**src/rtl/fir_pkg.sv**
```systemverilog
// fir_pkg: shared FIR datapath widths and the accumulator round-to-nearest helper.
package fir_pkg;
    localparam int NUM_TAPS      = 64;
    localparam int DATA_WIDTH    = 16;
    localparam int COEFF_WIDTH   = 16;
    localparam int PRODUCT_WIDTH = DATA_WIDTH + COEFF_WIDTH;
    localparam int FIR_ACC_WIDTH = PRODUCT_WIDTH + $clog2(NUM_TAPS);

    // Round half up then drop 'shift' fraction bits; 64-bit headroom so the add never wraps.
    function automatic logic signed [63:0] sat_round(input logic signed [63:0] acc, input int shift);
        return (acc + (64'sd1 <<< (shift - 1))) >>> shift;
    endfunction
endpackage

```
**src/rtl/fir_sample_fifo.sv**
```systemverilog
// fir_sample_fifo: synchronous first-word-fall-through FIFO with wrap-bit pointers.
module fir_sample_fifo #(
    parameter int WIDTH = 16,
    parameter int DEPTH = 8
) (
    input  logic                     clk,
    input  logic                     resetn,
    input  logic                     push,
    input  logic                     pop,
    input  logic [WIDTH-1:0]         wdata,
    output logic [WIDTH-1:0]         rdata,
    output logic                     full,
    output logic                     empty,
    output logic [$clog2(DEPTH):0]   level
);
    localparam int AW = $clog2(DEPTH);

    logic [WIDTH-1:0] mem [DEPTH];
    logic [AW:0]      wptr, rptr;
    logic             wr, rd;

    always_comb begin
        empty = wptr == rptr;
        full  = (wptr[AW] != rptr[AW]) && (wptr[AW-1:0] == rptr[AW-1:0]);
        rd    = pop && !empty;
        wr    = push && (!full || rd);
        level = wptr - rptr;
        rdata = mem[rptr[AW-1:0]];
    end

    always_ff @(posedge clk or negedge resetn) begin
        if (!resetn) begin
            wptr <= '0;
            rptr <= '0;
        end else begin
            wptr <= wptr + (AW+1)'(wr);
            rptr <= rptr + (AW+1)'(rd);
        end
    end

    always_ff @(posedge clk)
        if (wr) mem[wptr[AW-1:0]] <= wdata;
endmodule

```
**src/rtl/fir_out_requant.sv**
```systemverilog
// fir_out_requant: round/saturate FIR accumulator to sample width and buffer it on a ready/valid stream.
// Optional FIR_SAT_COUNT_EN adds the sat_count port counting clamped samples.
module fir_out_requant
    import fir_pkg::*;
#(
    parameter int IN_WIDTH   = FIR_ACC_WIDTH,
    parameter int OUT_WIDTH  = DATA_WIDTH,
    parameter int FRAC_SHIFT = 15,
    parameter int FIFO_DEPTH = 8
) (
    input  logic                          clk,
    input  logic                          resetn,
    input  logic                          i_valid,
    input  logic [IN_WIDTH-1:0]           i_data,
    output logic                          o_valid,
    input  logic                          o_ready,
    output logic [OUT_WIDTH-1:0]          o_data,
    output logic                          o_overflow,
    input  logic                          clr_overflow,
    output logic [$clog2(FIFO_DEPTH):0]   fifo_level
`ifdef FIR_SAT_COUNT_EN
    ,
    output logic [15:0]                   sat_count
`endif
);
    localparam logic signed [IN_WIDTH:0] HI = {{(IN_WIDTH-OUT_WIDTH+2){1'b0}}, {(OUT_WIDTH-1){1'b1}}};
    localparam logic signed [IN_WIDTH:0] LO = {{(IN_WIDTH-OUT_WIDTH+2){1'b1}}, {(OUT_WIDTH-1){1'b0}}};

    logic                        v1, v2;
    logic signed [IN_WIDTH:0]    r1;
    logic [OUT_WIDTH-1:0]        d2, head;
    logic                        sat_hi, sat_lo, full, empty, pop, drop;

    always_comb begin
        sat_hi  = r1 > HI;
        sat_lo  = r1 < LO;
        o_valid = !empty;
        o_data  = empty ? '0 : head;
        pop     = o_valid && o_ready;
        drop    = v2 && full && !pop;
    end

    always_ff @(posedge clk or negedge resetn) begin
        if (!resetn) begin
            v1 <= 1'b0;
            v2 <= 1'b0;
            r1 <= '0;
            d2 <= '0;
        end else begin
            v1 <= i_valid;
            r1 <= (IN_WIDTH+1)'(sat_round({{(64-IN_WIDTH){i_data[IN_WIDTH-1]}}, i_data}, FRAC_SHIFT));
            v2 <= v1;
            d2 <= sat_hi ? HI[OUT_WIDTH-1:0] : sat_lo ? LO[OUT_WIDTH-1:0] : r1[OUT_WIDTH-1:0];
        end
    end

    // A new drop outranks a same-cycle clear so no loss goes unreported.
    always_ff @(posedge clk or negedge resetn) begin
        if (!resetn) o_overflow <= 1'b0;
        else         o_overflow <= drop ? 1'b1 : clr_overflow ? 1'b0 : o_overflow;
    end

`ifdef FIR_SAT_COUNT_EN
    logic s2;
    always_ff @(posedge clk or negedge resetn) begin
        if (!resetn) begin
            s2        <= 1'b0;
            sat_count <= '0;
        end else begin
            s2        <= sat_hi || sat_lo;
            sat_count <= clr_overflow ? 16'd0 :
                         (v2 && s2 && sat_count != 16'hFFFF) ? sat_count + 16'd1 : sat_count;
        end
    end
`endif

    fir_sample_fifo #(.WIDTH(OUT_WIDTH), .DEPTH(FIFO_DEPTH)) u_fifo (
        .clk    (clk),
        .resetn (resetn),
        .push   (v2),
        .pop    (pop),
        .wdata  (d2),
        .rdata  (head),
        .full   (full),
        .empty  (empty),
        .level  (fifo_level)
    );
endmodule

```
**config.mk**
```make
export PLATFORM = sky130hd
export DESIGN_NAME = fir_out_requant
export DESIGN_NICKNAME = d
export VERILOG_FILES = /design/src/rtl/fir_pkg.sv /design/src/rtl/fir_sample_fifo.sv /design/src/rtl/fir_out_requant.sv
export SDC_FILE = /design/constraint.sdc
export NUM_CORES = 1
export LEC_CHECK = 0
export CAP_MARGIN = 0
export CORE_MARGIN = 4
export CORE_UTILIZATION = 50
export DETAILED_ROUTE_END_ITERATION = 10
export HOLD_SLACK_MARGIN = 0.12
export MAX_ROUTING_LAYER = met4
export PLACE_DENSITY_LB_ADDON = 0.08
export SYNTH_ARGS = -nofsm -noshare
export SYNTH_HDL_FRONTEND = slang
export SYNTH_SLANG_ARGS = --single-unit
```
**constraint.sdc**
```tcl
create_clock -name clk -period 3.3 [get_ports clk]
set_input_delay 0.33 -clock clk [delete_from_list [all_inputs] [get_ports clk]]
set_output_delay 0.33 -clock clk [all_outputs]
set_load 0.05 [all_outputs]
```
### Yosys cells after proc, flatten, opt, wreduce, memory -nomap -nowiden

Memory sizes are Yosys's and may differ from the RTL's.
Index checks and enable logic that the tools add are counted.
W data, S select, Z words.

* register bits after elaboration: 51
* latch bits: 0
* RAM bits: 128
* bits in read-only memories: 0
* bits of input ports: 43
* output and inout bits: 22
* logic and storage cells: 35
* memories: 1

Memory list
* u_fifo.mem: words 8, width 16, rd ports 1, clocked after memory_dff 0, wr ports 1, RTL line fir_sample_fifo.sv:18 `logic [WIDTH-1:0] mem [DEPTH];`

* add/subtract/negate cells: 4
* $mul: 0
* divide/modulo/power cells: 0
* magnitude comparators: 2
* equal/unequal tests: 3
* shift-type cells: 0
* multiplexer cells: 7
* bitwise operators: 0
* reduce and logical (&&, ||, !) cells: 11

Operators with widths (count)
* $mux W16: 3
* $add A38 B16 Y39 const B: 1
* $gt A24 B16 Y1 const B: 1
* $lt A24 B16 Y1 const B: 1
* $add A4 B1 Y4: 2
* $logic_and A1 B1 Y1: 6
* $eq A4 B4 Y1: 1
* $mux W1: 4
* $sub A4 B4 Y4: 1
* $eq A3 B3 Y1: 1
* $logic_not A1 Y1: 3
* $reduce_bool A2 Y1: 1
* $logic_or A1 B1 Y1: 1
* $ne A1 B1 Y1: 1

### Depth between registers and ports, before layout

* word-level depth: 8
* gate-level depth with buffers: 11
* mapped depth without buffers: 8

### Hierarchy

Synthesis repeated with hierarchy kept, for this count alone.

* cells, all modules: 455
* area total of the unflattened synthesis: 7280.7 um^2

By module, submodules not included
* fir_sample_fifo: times used 1, cells an instance 271, area each 5396.4 um^2, sequential area each 4043.9 um^2
* fir_out_requant: times used 1, cells an instance 184, area each 1884.3 um^2, sequential area each 1076.0 um^2

### Worst setup path after synthesis

OpenSTA, ideal clock, no wires.

* kind: reg-to-reg
* from: register u_fifo.rptr[1]
* to: memory u_fifo.mem[1][0], enable pin
* arrival: 2.936 ns
* path slack: -0.046 ns
* cell stages (with the launch flop): 9
* path buffers: 2
* cell sequence: dfrtp_1 clkbuf_1 clkinv_1 clkbuf_1 ha_1 nand3_1 o31a_1 nand2_1 nor3_1

* cells in the longest elaborated chain, start to end: 8

Ends and longest elaborated chain
* start, declared: RTL line fir_sample_fifo.sv:19 `logic [AW:0] wptr, rptr;`
* start signal, assigned: RTL line fir_sample_fifo.sv:37 `rptr <= rptr + (AW+1)'(rd);`
* $eq A4 B4 Y1: RTL line fir_sample_fifo.sv:23 `empty = wptr == rptr;`
* $logic_not A1 Y1: RTL line fir_sample_fifo.sv:25, fir_out_requant.sv:37
* $logic_and A1 B1 Y1: RTL line fir_out_requant.sv:39 `pop = o_valid && o_ready;`
* $logic_and A1 B1 Y1: RTL line fir_sample_fifo.sv:25 `rd = pop && !empty;`
* $logic_or A1 B1 Y1 (*): RTL line fir_sample_fifo.sv:26 `wr = push && (!full || rd);`
* $logic_and A1 B1 Y1 (*): RTL line fir_sample_fifo.sv:26
* $mux W1 (*): RTL line fir_sample_fifo.sv:42 `if (wr) mem[wptr[AW-1:0]] <= wdata;`
* $mux W1 (implied by the code) (*): RTL line fir_sample_fifo.sv:42
* end, declared: RTL line fir_sample_fifo.sv:18

Every way passes the cells marked *; elsewhere a longest branch is shown, timed or not.

### Worst setup path after layout

* from: register u_fifo.rptr[1]
* to: output o_data[15]

* cells in the longest elaborated chain, start to end: 2

Ends and longest elaborated chain
* $mem_v2 Z8 W16 / $eq A4 B4 Y1 (equally long branches)
* $mux W16 (*): RTL line fir_out_requant.sv:38 `o_data = empty ? '0 : head;`
* end, declared: RTL line fir_out_requant.sv:17 `output logic [OUT_WIDTH-1:0] o_data,`

Marked as above.

==> metrics <==
routed len/inst=18.9 microns; static leakage=2.98 nW; antenna-violating nets left=0; flop-to-flop setup slack=930 ps; signal arrival time at the worst endpoint=2410 ps; Max FO, Critical Path=18; DRC Markers=0; max_cap viols=0; Synth cell types=36; routed wire length=12600 microns; I/O Buffers=50; peak supply drop=0.435 mV; most common cell after layout, fill and taps aside=edfxtp_1; post_cts resized=0; share of layout cells above drive strength 1=0.204; Worst-path clk slew=60 ps; Hold Vio Cnt, Final=0; critical-path cell list=clkinv_1 > buf_4 > ha_1 > nand3_1 > nor2b_1 > buf_4 > a21oi_1 > buf_4; endpoints failing setup=0; Post-Synth Adder-Cell Area=0.0171; f_max=0.365 GHz; critical path's slowest cell=dfrtp_1; vias in the first global route=3850; measured slew at the worst slew-check pin=1090 ps; mux contribution to synthesized area=0.102; CP Launch Type=flip-flop; Core Footprint=0.0138 sq mm; clock latency on the worst-skew pair=420 ps; critical path type=reg2out; status=finished clean; TritonCTS Buffers=17; top post-synthesis cells by area=edfxtp_1 (55%), dfrtp_1 (18%), mux4_2 (10%), xnor2_1 (2.9%), nand2_1 (2.2%); Required @ worst endpoint=2970 ps; Synth Register Bits=179; Hold WS=356 ps; Post-Syn Area per Cell=17.3 sq um; Final Cycle Share=0.830; die extent in y=127 microns; xor and xnor fraction of the mapped netlist area=0.0361; post-synthesis compound-gate area fraction=0.0334; P&R area growth vs syn=18.0%; 1st-iter DRT viols=243; RSZ-0062 raised after global routing=no; Setup Skew=6.29 ps; end of the worst register-to-register path=u_fifo.rptr[2]; Critical Path Most Common Cell=buf_4; GR Util All Layers=0.178; area fraction of the dominant cell type after synthesis=0.546; WP depth=8; Die X=127 microns; Seq/Total Area, Yosys=0.727; DR vias=3534; Mapped Cells=406; setup_tns=0 ps; CTS max path bufs=2; grt ovf=0; Syn Nets=458; initial antenna violation count=0; first-pass GRT wire length=20500 microns; largest net degree at the start of global routing=35; Reg2Reg Depth=10; CTS tree=done; simple logic cell fraction of the synthesized area=0.0661; leading cell types in the layout, fill and taps excluded=edfxtp_1 (128), dfrtp_1 (50), nand2_1 (42); Via density=5.31; final core utilization=0.601; Cell Area, Synth=0.00704 sq mm; Slew headroom=0.271; CTS root buf=clkbuf_16; pins over their slew limit=0; top-level I/O count=65; Synth area leader=edfxtp_1; Area after DPL=0.00775 sq mm; number of detailed-route iterations in the first pass=4; Rows=43; CP Launch Point=u_fifo.rptr[1]; Yosys warnings=0; Slowest Stage Delay on Critical Path=440 ps; GP Congestion=0.760; Crit path max-delay family=buffers and inverters; main combinational cell family by area after synthesis=multiplexers; starting density of the core=0.509; net count reported at finish=525; total chip power=8.07 mW; hpwl dp=7630 microns; Die Area=0.0160 sq mm; crit end category=output pin; Min Clock Period, post-route=2740 ps; Hold Path Class=in2reg; post-route cell area=0.00831 sq mm; worst path bufs/invs=4; Power Density=970 mW/mm^2; Worst R2R Start=u_fifo.rptr[1]; end of the critical path=o_data[15]; # clock sinks=179; ant diodes=0; htree depth=4
==> state kept, by name (all words and copies together), names as in the netlist <==
signal and cells:
d2 16, o_overflow 1, r1 24, u_fifo.mem 128, u_fifo.rptr 4, u_fifo.wptr 4, v1 1, v2 1
==> layout make-up <==
cell class	count	area, sq um
well taps	180	225
flip-flops and latches	179	5120
clock buffers	18	429
clock inverters	14	120
inverters	10	37.5
repair buffers	65	576
multi-input cells	200	1810
fillers	1062	5510
==> stage by stage <==
stage               cells  worst slack (ps)
floorplan             406               317
global placement      633               923
detailed placement    633               891
CTS                   666               496
global route          666               383
finish                666               561
==> cells in the mapped netlist (all sizes together) <==
cell,number
o31a,1
nand2b,1
a21oi,18
and2,2
xor2,6
nand2,42
o21ai,2
nand3,16
dfrtp,51
edfxtp,128
nor2b,2
xnor2,23
clkbuf,6
inv,9
buf,11
a21o,1
mux4,32
nor4,3
and4,4
and3,3
nand4,7
nor2,9
clkinv,1
a31oi,1
ha,8
o21a,15
fa,1
nor3,3
==> what timing repair did <==
| item | in CTS | in global routing |
|---|---|---|
| hold endpoints to repair | 23 | 0 |
| hold buffers | 1 | 0 |
| endpoints found under the setup margin | 0 | 0 |
| buffers inserted | 0 | 0 |
==> logic make-up (layout without fill, tap and decap cells) <==
kind of cell	count (synthesis)	count (layout)
flip-flops	179	179
XOR/XNOR	29	29
AND/OR/NAND/NOR	92	92
AO/OA/AOI/OAI	38	38
adder cells (fa/ha/maj)	9	9
buffers and inverters	27	107
multiplexers	32	32
==> worst min path at each step <==
stage	from	end	slack, ps	depth (start not counted)
5_1_grt	i_valid	v1	340	1
3_5_place_dp	v1	v2	350	0
6_report	i_valid	v1	360	1
3_3_place_gp	v1	v2	340	0
2_1_floorplan	resetn	d2[0]	30	0
4_1_cts	i_valid	v1	340	1
==> per-layer routing <==
metal | global-route usage | vias to the layer above | part of all wire
met1 | 0.223 | 1765 | 0.43
met3 | 0.0383 | 10 | 0.049
met5 | - | - | 0
met4 | 0.0568 | 0 | 0.0086
li1 | - | 1677 | -
met2 | 0.293 | 82 | 0.52
==> report_power, final <==
part	internal (mW)	switching, mW
clock network	1.09	0.755
logic	1.20	2.11
registers	2.77	0.143
No activity file was read; power rests on OpenSTA's default activity.
